<file path="src/rtl/sound_pkg.sv">
// Shared types and default timing for the sound player: sound ids, FSM states,
// the request priority function and the board-rate timing defaults.
package sound_pkg;

   typedef enum logic [1:0] {
      SND_NONE   = 2'd0,
      SND_KEY    = 2'd1,
      SND_HOLE   = 2'd2,
      SND_BORDER = 2'd3
   } sound_id_t;

   typedef enum logic [2:0] {
      IDLE,
      PLAY_KEY,
      PLAY_HOLE1,
      PLAY_HOLE2,
      PLAY_BORDER
   } state_t;

   localparam int unsigned DEF_KEY_HALF    = 25000;
   localparam int unsigned DEF_HOLE_HALF1  = 50000;
   localparam int unsigned DEF_HOLE_HALF2  = 75000;
   localparam int unsigned DEF_BORDER_HALF = 100000;
   localparam int unsigned DEF_KEY_DUR     = 2500000;
   localparam int unsigned DEF_HOLE_DUR    = 5000000;
   localparam int unsigned DEF_BORDER_DUR  = 2500000;

   // Higher value wins; SND_NONE ranks below everything so any edge starts from idle.
   function automatic logic [1:0] prio(input sound_id_t s);
      case (s)
         SND_KEY:    return 2'd3;
         SND_HOLE:   return 2'd2;
         SND_BORDER: return 2'd1;
         default:    return 2'd0;
      endcase
   endfunction

   function automatic int unsigned max2(input int unsigned a, input int unsigned b);
      return (a > b) ? a : b;
   endfunction

endpackage

</file>
<file path="src/rtl/sound_player_if.sv">
// Request/response bundle between the request mux (master) and the sound player (slave).
interface sound_player_if;
   logic       keyAudioRequest;
   logic       holeColAudioRequest;
   logic       borderColAudioRequest;
   logic       tone_out;
   logic       audio_enable;
   logic       busy;
   logic [1:0] sound_id;
   logic       done;

   modport master (
      output keyAudioRequest, holeColAudioRequest, borderColAudioRequest,
      input  tone_out, audio_enable, busy, sound_id, done
   );

   modport slave (
      input  keyAudioRequest, holeColAudioRequest, borderColAudioRequest,
      output tone_out, audio_enable, busy, sound_id, done
   );
endinterface

</file>
<file path="src/rtl/tone_gen.sv">
// Square-wave generator: toggles every half_i cycles while running, restarts high,
// and parks low when neither running nor restarting.
module tone_gen #(
   parameter int unsigned CW = 8
) (
   input  logic          clk,
   input  logic          reset,
   input  logic          restart_i,
   input  logic          run_i,
   input  logic [CW-1:0] half_i,
   output logic          tone_o
);

   logic [CW-1:0] cnt_q;
   logic          tone_q;

   always_ff @(posedge clk) begin
      if (reset) begin
         cnt_q  <= '0;
         tone_q <= 1'b0;
      end else if (restart_i) begin
         cnt_q  <= '0;
         tone_q <= 1'b1;
      end else if (run_i) begin
         if (cnt_q == half_i - CW'(1)) begin
            cnt_q  <= '0;
            tone_q <= ~tone_q;
         end else begin
            cnt_q <= cnt_q + CW'(1);
         end
      end else begin
         cnt_q  <= '0;
         tone_q <= 1'b0;
      end
   end

   assign tone_o = tone_q;

endmodule

</file>
<file path="src/rtl/sound_player.sv">
// Plays key / hole (two-note) / border sounds on request rising edges, with
// priority preemption, a duration counter per note and a one-cycle done pulse.
module sound_player
   import sound_pkg::*;
#(
   parameter int unsigned KEY_HALF    = DEF_KEY_HALF,
   parameter int unsigned HOLE_HALF1  = DEF_HOLE_HALF1,
   parameter int unsigned HOLE_HALF2  = DEF_HOLE_HALF2,
   parameter int unsigned BORDER_HALF = DEF_BORDER_HALF,
   parameter int unsigned KEY_DUR     = DEF_KEY_DUR,
   parameter int unsigned HOLE_DUR    = DEF_HOLE_DUR,
   parameter int unsigned BORDER_DUR  = DEF_BORDER_DUR
) (
   input  logic           clk,
   input  logic           reset,
   sound_player_if.slave  bus
);

   localparam int unsigned MAXP = max2(max2(max2(KEY_HALF, HOLE_HALF1), max2(HOLE_HALF2, BORDER_HALF)),
                                       max2(max2(KEY_DUR, HOLE_DUR), BORDER_DUR));
   localparam int unsigned CW   = $clog2(MAXP) + 1;

   if (KEY_HALF < 2 || HOLE_HALF1 < 2 || HOLE_HALF2 < 2 || BORDER_HALF < 2 ||
       KEY_DUR < 2 || HOLE_DUR < 2 || BORDER_DUR < 2) begin : g_param_err
      $error("sound_player: every timing parameter must be >= 2");
   end

   function automatic logic [CW-1:0] dur_of(input state_t s);
      case (s)
         PLAY_KEY:               return CW'(KEY_DUR);
         PLAY_HOLE1, PLAY_HOLE2: return CW'(HOLE_DUR);
         PLAY_BORDER:            return CW'(BORDER_DUR);
         default:                return '0;
      endcase
   endfunction

   function automatic logic [CW-1:0] half_of(input state_t s);
      case (s)
         PLAY_KEY:    return CW'(KEY_HALF);
         PLAY_HOLE1:  return CW'(HOLE_HALF1);
         PLAY_HOLE2:  return CW'(HOLE_HALF2);
         PLAY_BORDER: return CW'(BORDER_HALF);
         default:     return '0;
      endcase
   endfunction

   function automatic state_t play_state(input sound_id_t s);
      case (s)
         SND_KEY:    return PLAY_KEY;
         SND_HOLE:   return PLAY_HOLE1;
         SND_BORDER: return PLAY_BORDER;
         default:    return IDLE;
      endcase
   endfunction

   state_t        state_q, state_d;
   sound_id_t     sid_q, sid_d, win;
   logic [2:0]    prev_q, req, edges;
   logic [CW-1:0] dur_q, dur_d, half_cur;
   logic          en_q, done_q, done_d;
   logic          restart, run, last, tone;

   always_comb begin
      req   = {bus.keyAudioRequest, bus.holeColAudioRequest, bus.borderColAudioRequest};
      edges = req & ~prev_q;
      if (edges[2])      win = SND_KEY;
      else if (edges[1]) win = SND_HOLE;
      else if (edges[0]) win = SND_BORDER;
      else               win = SND_NONE;

      last     = (state_q != IDLE) && (dur_q == dur_of(state_q) - CW'(1));
      half_cur = half_of(state_q);

      state_d = state_q;
      sid_d   = sid_q;
      dur_d   = dur_q;
      restart = 1'b0;
      run     = 1'b0;

      // A qualifying edge outranks note completion, including on the final cycle.
      if (win != SND_NONE && prio(win) >= prio(sid_q)) begin
         state_d = play_state(win);
         sid_d   = win;
         dur_d   = '0;
         restart = 1'b1;
      end else if (state_q != IDLE) begin
         if (last) begin
            dur_d = '0;
            if (state_q == PLAY_HOLE1) begin
               state_d = PLAY_HOLE2;
               restart = 1'b1;
            end else begin
               state_d = IDLE;
               sid_d   = SND_NONE;
            end
         end else begin
            dur_d = dur_q + CW'(1);
            run   = 1'b1;
         end
      end

      // done is registered one cycle early so it coincides with the final play cycle.
      done_d = (state_d == PLAY_KEY || state_d == PLAY_HOLE2 || state_d == PLAY_BORDER) &&
               (dur_d == dur_of(state_d) - CW'(1));
   end

   always_ff @(posedge clk) begin
      if (reset) begin
         state_q <= IDLE;
         sid_q   <= SND_NONE;
         prev_q  <= '0;
         dur_q   <= '0;
         en_q    <= 1'b0;
         done_q  <= 1'b0;
      end else begin
         state_q <= state_d;
         sid_q   <= sid_d;
         prev_q  <= req;
         dur_q   <= dur_d;
         en_q    <= (state_d != IDLE);
         done_q  <= done_d;
      end
   end

   tone_gen #(.CW(CW)) u_tone (
      .clk       (clk),
      .reset     (reset),
      .restart_i (restart),
      .run_i     (run),
      .half_i    (half_cur),
      .tone_o    (tone)
   );

   assign bus.tone_out     = tone;
   assign bus.audio_enable = en_q;
   assign bus.busy         = en_q;
   assign bus.sound_id     = sid_q;
   assign bus.done         = done_q;

endmodule

</file>
<file path="src/flat_wrapper.sv">
// flat-port wrapper written by rule: the top's interface ports become plain ports
module sound_player_flat import sound_pkg::*;
#(
   parameter int unsigned KEY_HALF    = DEF_KEY_HALF,
   parameter int unsigned HOLE_HALF1  = DEF_HOLE_HALF1,
   parameter int unsigned HOLE_HALF2  = DEF_HOLE_HALF2,
   parameter int unsigned BORDER_HALF = DEF_BORDER_HALF,
   parameter int unsigned KEY_DUR     = DEF_KEY_DUR,
   parameter int unsigned HOLE_DUR    = DEF_HOLE_DUR,
   parameter int unsigned BORDER_DUR  = DEF_BORDER_DUR
)
  (clk, reset, bus_keyAudioRequest, bus_holeColAudioRequest, bus_borderColAudioRequest, bus_tone_out, bus_audio_enable, bus_busy, bus_sound_id, bus_done);
  sound_player_if bus_i ();
  input  logic clk;
  input  logic reset;
  input wire logic [$bits(bus_i.keyAudioRequest)-1:0] bus_keyAudioRequest;
  input wire logic [$bits(bus_i.holeColAudioRequest)-1:0] bus_holeColAudioRequest;
  input wire logic [$bits(bus_i.borderColAudioRequest)-1:0] bus_borderColAudioRequest;
  output wire logic [$bits(bus_i.tone_out)-1:0] bus_tone_out;
  output wire logic [$bits(bus_i.audio_enable)-1:0] bus_audio_enable;
  output wire logic [$bits(bus_i.busy)-1:0] bus_busy;
  output wire logic [$bits(bus_i.sound_id)-1:0] bus_sound_id;
  output wire logic [$bits(bus_i.done)-1:0] bus_done;
  assign bus_i.keyAudioRequest = bus_keyAudioRequest;
  assign bus_i.holeColAudioRequest = bus_holeColAudioRequest;
  assign bus_i.borderColAudioRequest = bus_borderColAudioRequest;
  assign bus_tone_out = bus_i.tone_out;
  assign bus_audio_enable = bus_i.audio_enable;
  assign bus_busy = bus_i.busy;
  assign bus_sound_id = bus_i.sound_id;
  assign bus_done = bus_i.done;
  sound_player #(.KEY_HALF(KEY_HALF), .HOLE_HALF1(HOLE_HALF1), .HOLE_HALF2(HOLE_HALF2), .BORDER_HALF(BORDER_HALF), .KEY_DUR(KEY_DUR), .HOLE_DUR(HOLE_DUR), .BORDER_DUR(BORDER_DUR)) u_core (.clk(clk), .reset(reset), .bus(bus_i));
endmodule
</file>
<file path="config.mk">
export PLATFORM = sky130hd
export DESIGN_NAME = sound_player_flat
export DESIGN_NICKNAME = d
export VERILOG_FILES = /design/src/rtl/sound_pkg.sv /design/src/rtl/sound_player_if.sv /design/src/rtl/tone_gen.sv /design/src/rtl/sound_player.sv /design/src/flat_wrapper.sv
export SDC_FILE = /design/constraint.sdc
export NUM_CORES = 1
export LEC_CHECK = 0
export CAP_MARGIN = 20
export CORE_MARGIN = 2
export CORE_UTILIZATION = 43
export DETAILED_ROUTE_END_ITERATION = 8
export HOLD_SLACK_MARGIN = 0.1
export PLACE_DENSITY_LB_ADDON = 0.25
export RECOVER_POWER = 50
export SLEW_MARGIN = 10
export SYNTH_ARGS = -nofsm -noshare
export SYNTH_HDL_FRONTEND = slang
export SYNTH_SLANG_ARGS = --single-unit
</file>
<file path="constraint.sdc">
create_clock -name clk -period 4.4 [get_ports clk]
set_input_delay 0.88 -clock clk [delete_from_list [all_inputs] [get_ports clk]]
set_output_delay 0.88 -clock clk [all_outputs]
set_load 0.02 [all_outputs]
</file>
Yosys cells after proc, flatten, opt, wreduce, memory -nomap -nowiden
Cells that the tools add are included.
Widths: inputs -> output; s select.
{"block": "classes", "addsub": 5, "n_lt_le_gt_ge": 1, "eq_ne": 19, "n_mux": 30, "bitwise_logic": 4, "n_reduce_logical": 16}
{"cell": "$pmux 23 s2", "count": 2}
{"cell": "$eq 24x24->1", "count": 3}
{"cell": "$mux 24", "count": 3}
{"cell": "$pmux 17 s4", "count": 1}
{"cell": "$add 24x1->24 const B", "count": 2}
{"cell": "$sub 23x1->24 const B", "count": 2}
{"cell": "$sub 17x1->18 const B", "count": 1}
{"cell": "$mux 2", "count": 8}
{"cell": "$eq 3x2->1 const B", "count": 4}
{"cell": "$pmux 2 s3", "count": 2}
{"cell": "$mux 1", "count": 10}
{"cell": "$mux 3", "count": 3}
{"cell": "$pmux 3 s3", "count": 1}
{"cell": "$eq 2x2->1 const B", "count": 4}
{"cell": "$reduce_or 2->1", "count": 4}
{"cell": "$eq 3x1->1 const B", "count": 2}
{"cell": "$eq 3x3->1 const B", "count": 2}
{"cell": "$reduce_bool 2->1", "count": 3}
{"cell": "$reduce_bool 3->1", "count": 2}
{"cell": "$eq 2x1->1 const B", "count": 2}
{"cell": "$reduce_or 4->1", "count": 1}
{"cell": "$and 3x3->3", "count": 1}
{"cell": "$logic_and 1x1->1", "count": 3}
{"cell": "$ne 3x2->1 const B", "count": 1}
{"cell": "6 further kinds", "count": 8}
{"block": "totals", "register_bits": 59, "input_bits": 5, "out_inout_bits": 6, "word_cells": 83}

Logic depth before layout (Yosys ltp)
{"block": "logic_depth", "ltp_word": 16, "depth_mapped": 19, "mapped_depth_nobuf": 19}

Hierarchy
Synthesis repeated with hierarchy kept, for this count alone.
{"block": "unflattened", "hier_cells": 552, "hier_area_um2": 4410.5}
{"module": "sound_player", "n_inst": 1, "cells_each": 297, "area_per_inst_um2": 2329.7, "seq_area_each_um2": 680.7}
{"module": "tone_gen", "n_inst": 1, "cells_each": 255, "area_per_inst_um2": 2080.7, "seq_area_each_um2": 500.5}

Worst setup path after synthesis
Ideal clock, no wire load.
{"block": "synth_path", "kind": "input-to-reg", "from": "in bus_holeColAudioRequest", "to": "reg u_core.done_q (netlist: u_core.bus.done)", "setup_time_ns": 0.087, "t_arrival_ns": 4.159, "t_required_ns": 4.313, "slack_ns": 0.154, "cell_stages": 16, "n_path_buf": 1, "path_cell_list": "nor2b_1 > o21ai_0 > inv_1 > ha_1 > ha_1 > a21oi_1 > nor2_1 > clkbuf_1 > a22oi_1 > xnor2_1 > nand2_1 > ha_1 > inv_1 > or4_1 > a211o_1 > nor4b_2"}
{"block": "synth_via", "elab_chain_cells": 14, "elab_cells_between_ends": 25, "classes_between": "add/sub: 1; order compare: 1; eq/ne: 8; mux: 7; bitwise: 1; reduce/logical: 7"}
{"item": "start, declared", "line_no": "flat_wrapper.sv:17", "rtl": "input wire logic [$bits(bus_i.holeColAudioRequest)-1:0] bus_holeColAudioRequest;"}
{"item": "$and 3x3->3 (*)", "line_no": "sound_player.sv:65", "rtl": "edges = req & ~prev_q;"}
{"item": "$mux 2 (*)", "line_no": "sound_player.sv:67", "rtl": "else if (edges[1]) win = SND_HOLE;"}
{"item": "$mux 2 (*)", "line_no": "sound_player.sv:66", "rtl": "if (edges[2]) win = SND_KEY;"}
{"item": "$eq 2x2->1 / $eq 2x1->1 (equally long branches)", "line_no": "sound_pkg.sv:30, sound_player.sv:48"}
{"item": "$pmux 2 s3", "line_no": "sound_pkg.sv:30", "rtl": "case (s)"}
{"item": "$ge 2x2->1", "line_no": "sound_player.sv:81", "rtl": "if (win != SND_NONE && prio(win) >= prio(sid_q)) begin"}
{"item": "$logic_and 1x1->1", "line_no": "sound_player.sv:81"}
{"item": "$mux 3", "line_no": "sound_player.sv:81"}
{"item": "$eq 3x3->1 (tied with other cells)", "line_no": "sound_player.sv:29, sound_player.sv:103"}
{"item": "$reduce_or 2->1, on equally long branches"}
{"item": "$pmux 23 s2", "line_no": "sound_player.sv:29", "rtl": "case (s)"}
{"item": "$sub 23x1->24", "line_no": "sound_player.sv:104", "rtl": "(dur_d == dur_of(state_d) - CW'(1));"}
{"item": "$eq 24x24->1", "line_no": "sound_player.sv:104"}
{"item": "$logic_and 1x1->1 (*)", "line_no": "sound_player.sv:103", "rtl": "done_d = (state_d == PLAY_KEY || state_d == PLAY_HOLE2 || state_d == PLAY_BORDER) &&"}
{"item": "end signal, assigned", "line_no": "sound_player.sv:121", "rtl": "done_q <= done_d;"}
{"item": "end, declared", "line_no": "sound_player.sv:60", "rtl": "logic en_q, done_q, done_d;"}
Mark *: on every way between the ends. The rest lies on a longest branch, timed or not.
A chain may end at the register's enable or synchronous reset.

Worst setup path after layout
{"block": "layout_path", "from": "in bus_borderColAudioRequest", "to": "reg u_core.done_q (netlist: u_core.bus.done)"}
{"block": "layout_via", "elab_chain_cells": 15, "elab_cells_between_ends": 26, "classes_between": "add/sub: 1; order compare: 1; eq/ne: 8; mux: 8; bitwise: 1; reduce/logical: 7"}
{"item": "start, declared", "line_no": "flat_wrapper.sv:18", "rtl": "input wire logic [$bits(bus_i.borderColAudioRequest)-1:0] bus_borderColAudioRequest;"}
{"item": "$and 3x3->3 (*)", "line_no": "sound_player.sv:65"}
{"item": "$mux 2 (*)", "line_no": "sound_player.sv:68", "rtl": "else if (edges[0]) win = SND_BORDER;"}
{"item": "$mux 2 (*)", "line_no": "sound_player.sv:67"}
{"item": "$mux 2 (*)", "line_no": "sound_player.sv:66"}
{"item": "$eq 2x2->1 / $eq 2x1->1 (equally long branches)", "line_no": "sound_pkg.sv:30, sound_player.sv:48"}
{"item": "$pmux 2 s3", "line_no": "sound_pkg.sv:30"}
{"item": "$ge 2x2->1", "line_no": "sound_player.sv:81"}
{"item": "$logic_and 1x1->1", "line_no": "sound_player.sv:81"}
{"item": "$mux 3", "line_no": "sound_player.sv:81"}
{"item": "$eq 3x3->1 (tied with other cells)", "line_no": "sound_player.sv:29, sound_player.sv:103"}
{"item": "$reduce_or 2->1, on equally long branches"}
{"item": "$pmux 23 s2", "line_no": "sound_player.sv:29"}
{"item": "$sub 23x1->24", "line_no": "sound_player.sv:104"}
{"item": "$eq 24x24->1", "line_no": "sound_player.sv:104"}
{"item": "$logic_and 1x1->1 (*)", "line_no": "sound_player.sv:103"}
Marked as above.

==> impl_metrics.ini <==
[synthesis]
synth_edf_count = 0
yosysSeqAreaShare_pct = 32.28
yosys_register_bits = 59
avgSynthCellArea_um2 = 8.041
syn_inst = 455
synth_ff_type = dfxtp_1
synth_area_mm2 = 0.003659
synth_nets = 476
yosysWarnings = 0
synth_cell_types = 60
synthArstFlopShare_pct = 0

[die]
core.rowCount = 33
start_util_pct = 44.53
core_mm2 = 0.008217
ios = 11
die_h_um = 96.24
fp.dieW_um = 96.24
die_area_mm2 = 0.009262

[clock_network]
clkSlewWorstSetupHoldPaths_ns = 0.07
insertion_delay_ns = 0.34
cts_buffer_depth = 2
numCtsBuffers = 9
cts.sinks = 59
clockRootBuffer = clkbuf_8
htreeDepth = 3
cts_hold_buf = 0
cts_tree = yes

[drt]
highest_layer = met4
totalWireLength_mm = 8.386
wl_met2_mm = 3.841
route.met3.wl_um = 329
wire_per_inst_um = 14.31
via_per_inst = 5.529
drt-initial-drc-count = 178
vias = 3240
drc = 0
met1Wirelength_mm = 4.104
ant_nets = 0
drtPass1Iterations = 4

[sta]
fmax_mhz = 238.6
rsz0062_at_grt = false
postLayoutSetupSlackWorst_ns = 0.2087
finalSetupTns_ns = 0
slew-limit-headroom_pct = 37.26
drv_slew = 0
setup_viol = 0
final_hold_viol_count = 0
worstMarginPinSlew_ns = 0.9411
whs_ns = 0.4485
clock_skew_ns = 0.007530
period_share_pct = 95.26
fin_crit_ns = 4.191

[placement]
post-dp-hpwl_mm = 6.069
preCtsSetupSlack_ns = -0.1092
post_dp_cell_area_mm2 = 0.003948
place_inst = 569
portBuffers = 10
gp_congestion = 0.8342

[pwr]
combPwrFrac_pct = 33.8
peakVddDrop_mv = 0.2043
power_switching_mw = 0.5316
seq_power_share_pct = 36.8
p_leak_nw = 1.483
cellPowerDensity_mw_per_mm2 = 375.7
switching_share_pct = 33.98
power.clock.fraction_pct = 29.4
p_int_mw = 1.033

[global_routing]
track_usage_pct = 19.70
antenna_found_initial = 0
grt.overflow.total = 0
grt_pass1_wl_mm = 14.32
grt_pass1_vias = 3058
grt_max_degree = 25

[critical_path]
crit_arrival_ns = 4.45
cp.required_ns = 4.66
endpoint_kind = flip-flop
path_max_fanout = 4
critPathKind = input port to flip-flop
start_kind = input port

[run]
maxCapViolCount = 0

[hold_path]
holdCritPathClass = flip-flop to flip-flop

[layout]
finalInstanceArea_mm2 = 0.004164
nNetsFinal = 498
n_fill_cell = 786
drive_gt1_share_pct = 12.47
diodes = 0
synthToLayoutAreaGrowth_pct = 13.82
stdcell_count = 586
layout_common_cells = 76 x nor2_1, 58 x dfxtp_1, 35 x nand2_1, 29 x xor2_1, 24 x xnor2_1
final_common_cell = nor2_1

[status]
status = complete, no violations
## state kept, by name (all words and copies together), names as in the netlist
name,cells
u_core.bus.audio_enable,1
u_core.bus.done,1
u_core.bus.sound_id,2
u_core.dur_q,24
u_core.prev_q,3
u_core.state_q,3
u_core.u_tone.cnt_q,24
u_core.u_tone.tone_o,1
## power by group through the flow
| stage | sequential (mW) | clock, mW | combinational [mW] |
|---|---|---|---|
| after floorplan | 0.597 | 0 | 0.337 |
| after global placement | 0.587 | 0 | 0.514 |
| after detailed placement | 0.588 | 0 | 0.518 |
| after CTS | 0.576 | 0.471 | 0.525 |
| after global routing | 0.579 | 0.499 | 0.588 |
| final | 0.576 | 0.460 | 0.529 |
## synth_stat cells, drive strengths merged (2+ instances only)
master / number / area share, %
and2: 4 / 0.68
a31o: 2 / 0.48
and3: 5 / 0.85
nor4b: 4 / 1.3
nor2b: 7 / 1.2
or4: 3 / 0.62
a22oi: 6 / 1.2
nand3: 20 / 2.9
or3: 5 / 0.85
o21ai: 7 / 0.96
mux2i: 7 / 1.9
ha: 16 / 5.5
nand2: 35 / 3.6
clkbuf: 12 / 1.2
a31oi: 4 / 0.68
o22ai: 3 / 0.51
nor2: 78 / 8.2
o21a: 3 / 0.62
or2: 4 / 0.68
o2111a: 2 / 0.62
nor4: 9 / 1.5
a211oi: 2 / 0.41
nor3: 17 / 3.4
buf: 10 / 1.5
xnor2: 24 / 5.7
a21boi: 2 / 0.41
inv: 18 / 1.8
nor3b: 3 / 0.62
a41oi: 2 / 0.48
nand2b: 9 / 1.5
a21oi: 10 / 1.5
a211o: 2 / 0.48
dfxtp: 59 / 32
a311oi: 2 / 0.48
xor2: 29 / 6.9
o2111ai: 2 / 0.48
nand4: 16 / 2.9
## layout make-up
class | count | area (µm²) | share of cell area, %
clock inverter | 2 | 10.01 | 0.2404
timing repair buffer | 33 | 269.0 | 6.460
clock buffer | 13 | 168.9 | 4.056
tap | 105 | 131.4 | 3.155
inverter | 19 | 71.32 | 1.713
multi-input combinational | 355 | 2331 | 55.98
sequential | 59 | 1182 | 28.40
## cells by family after synthesis
kind of cell	count (synthesis)	share of synthesized area, %
flops	59	32.28
buf+inv	41	4.685
xor+xnor	53	12.69
mux	7	1.915
simple gates	221	31.33
fa+ha+maj	16	5.472
compound gates	58	11.63
## worst paths after layout
path / to / startpoint / slack (ns) / cells after the start
worst max-delay path: u_core.bus.done / bus_borderColAudioRequest / 0.21 / 17
worst min-delay path: u_core.u_tone.cnt_q[0] / u_core.u_tone.cnt_q[0] / 0.45 / 1
worst max register to register: u_core.bus.done / u_core.state_q[0] / 0.27 / 19
worst min register to register: u_core.u_tone.cnt_q[0] / u_core.u_tone.cnt_q[0] / 0.45 / 1
## stage by stage
stage | total power, mW | util (%)
after floorplan | 0.9341 | -
after global placement | 1.102 | 48.04
after detailed placement | 1.106 | 48.04
after CTS | 1.571 | 50.24
after global routing | 1.665 | 50.68
final | 1.565 | 50.68
## what timing repair did
item | CTS | global route
resized for setup | 1 | 9
endpoints found under the setup margin | 1 | 1
endpoints found under the hold margin | 0 | 0
setup buffers | 0 | 2
pin swaps | 0 | 1
## per-layer routing
metal / track usage (%) / vias to the layer above
li1: - / 1624
met1: 27.02 / 1555
met2: 31.19 / 48
met3: 4.150 / 13
met4: 5.357 / 0
met5: 0 / -
## worst max-delay path, cell delays in order
cell and delay (ns):
clkdlybuf4s50_1 0.49, nand2b_1 0.09, a21boi_1 0.19, inv_1 0.07, ha_1 0.28, ha_1 0.29
a21oi_1 0.17, nor2_2 0.08, buf_4 0.14, a311oi_1 0.31, a21oi_1 0.13, nand2_1 0.08
ha_1 0.15, inv_1 0.07, or4_1 0.53, a211o_1 0.28, nor4b_2 0.23
(Power assumes the default switching activity.)
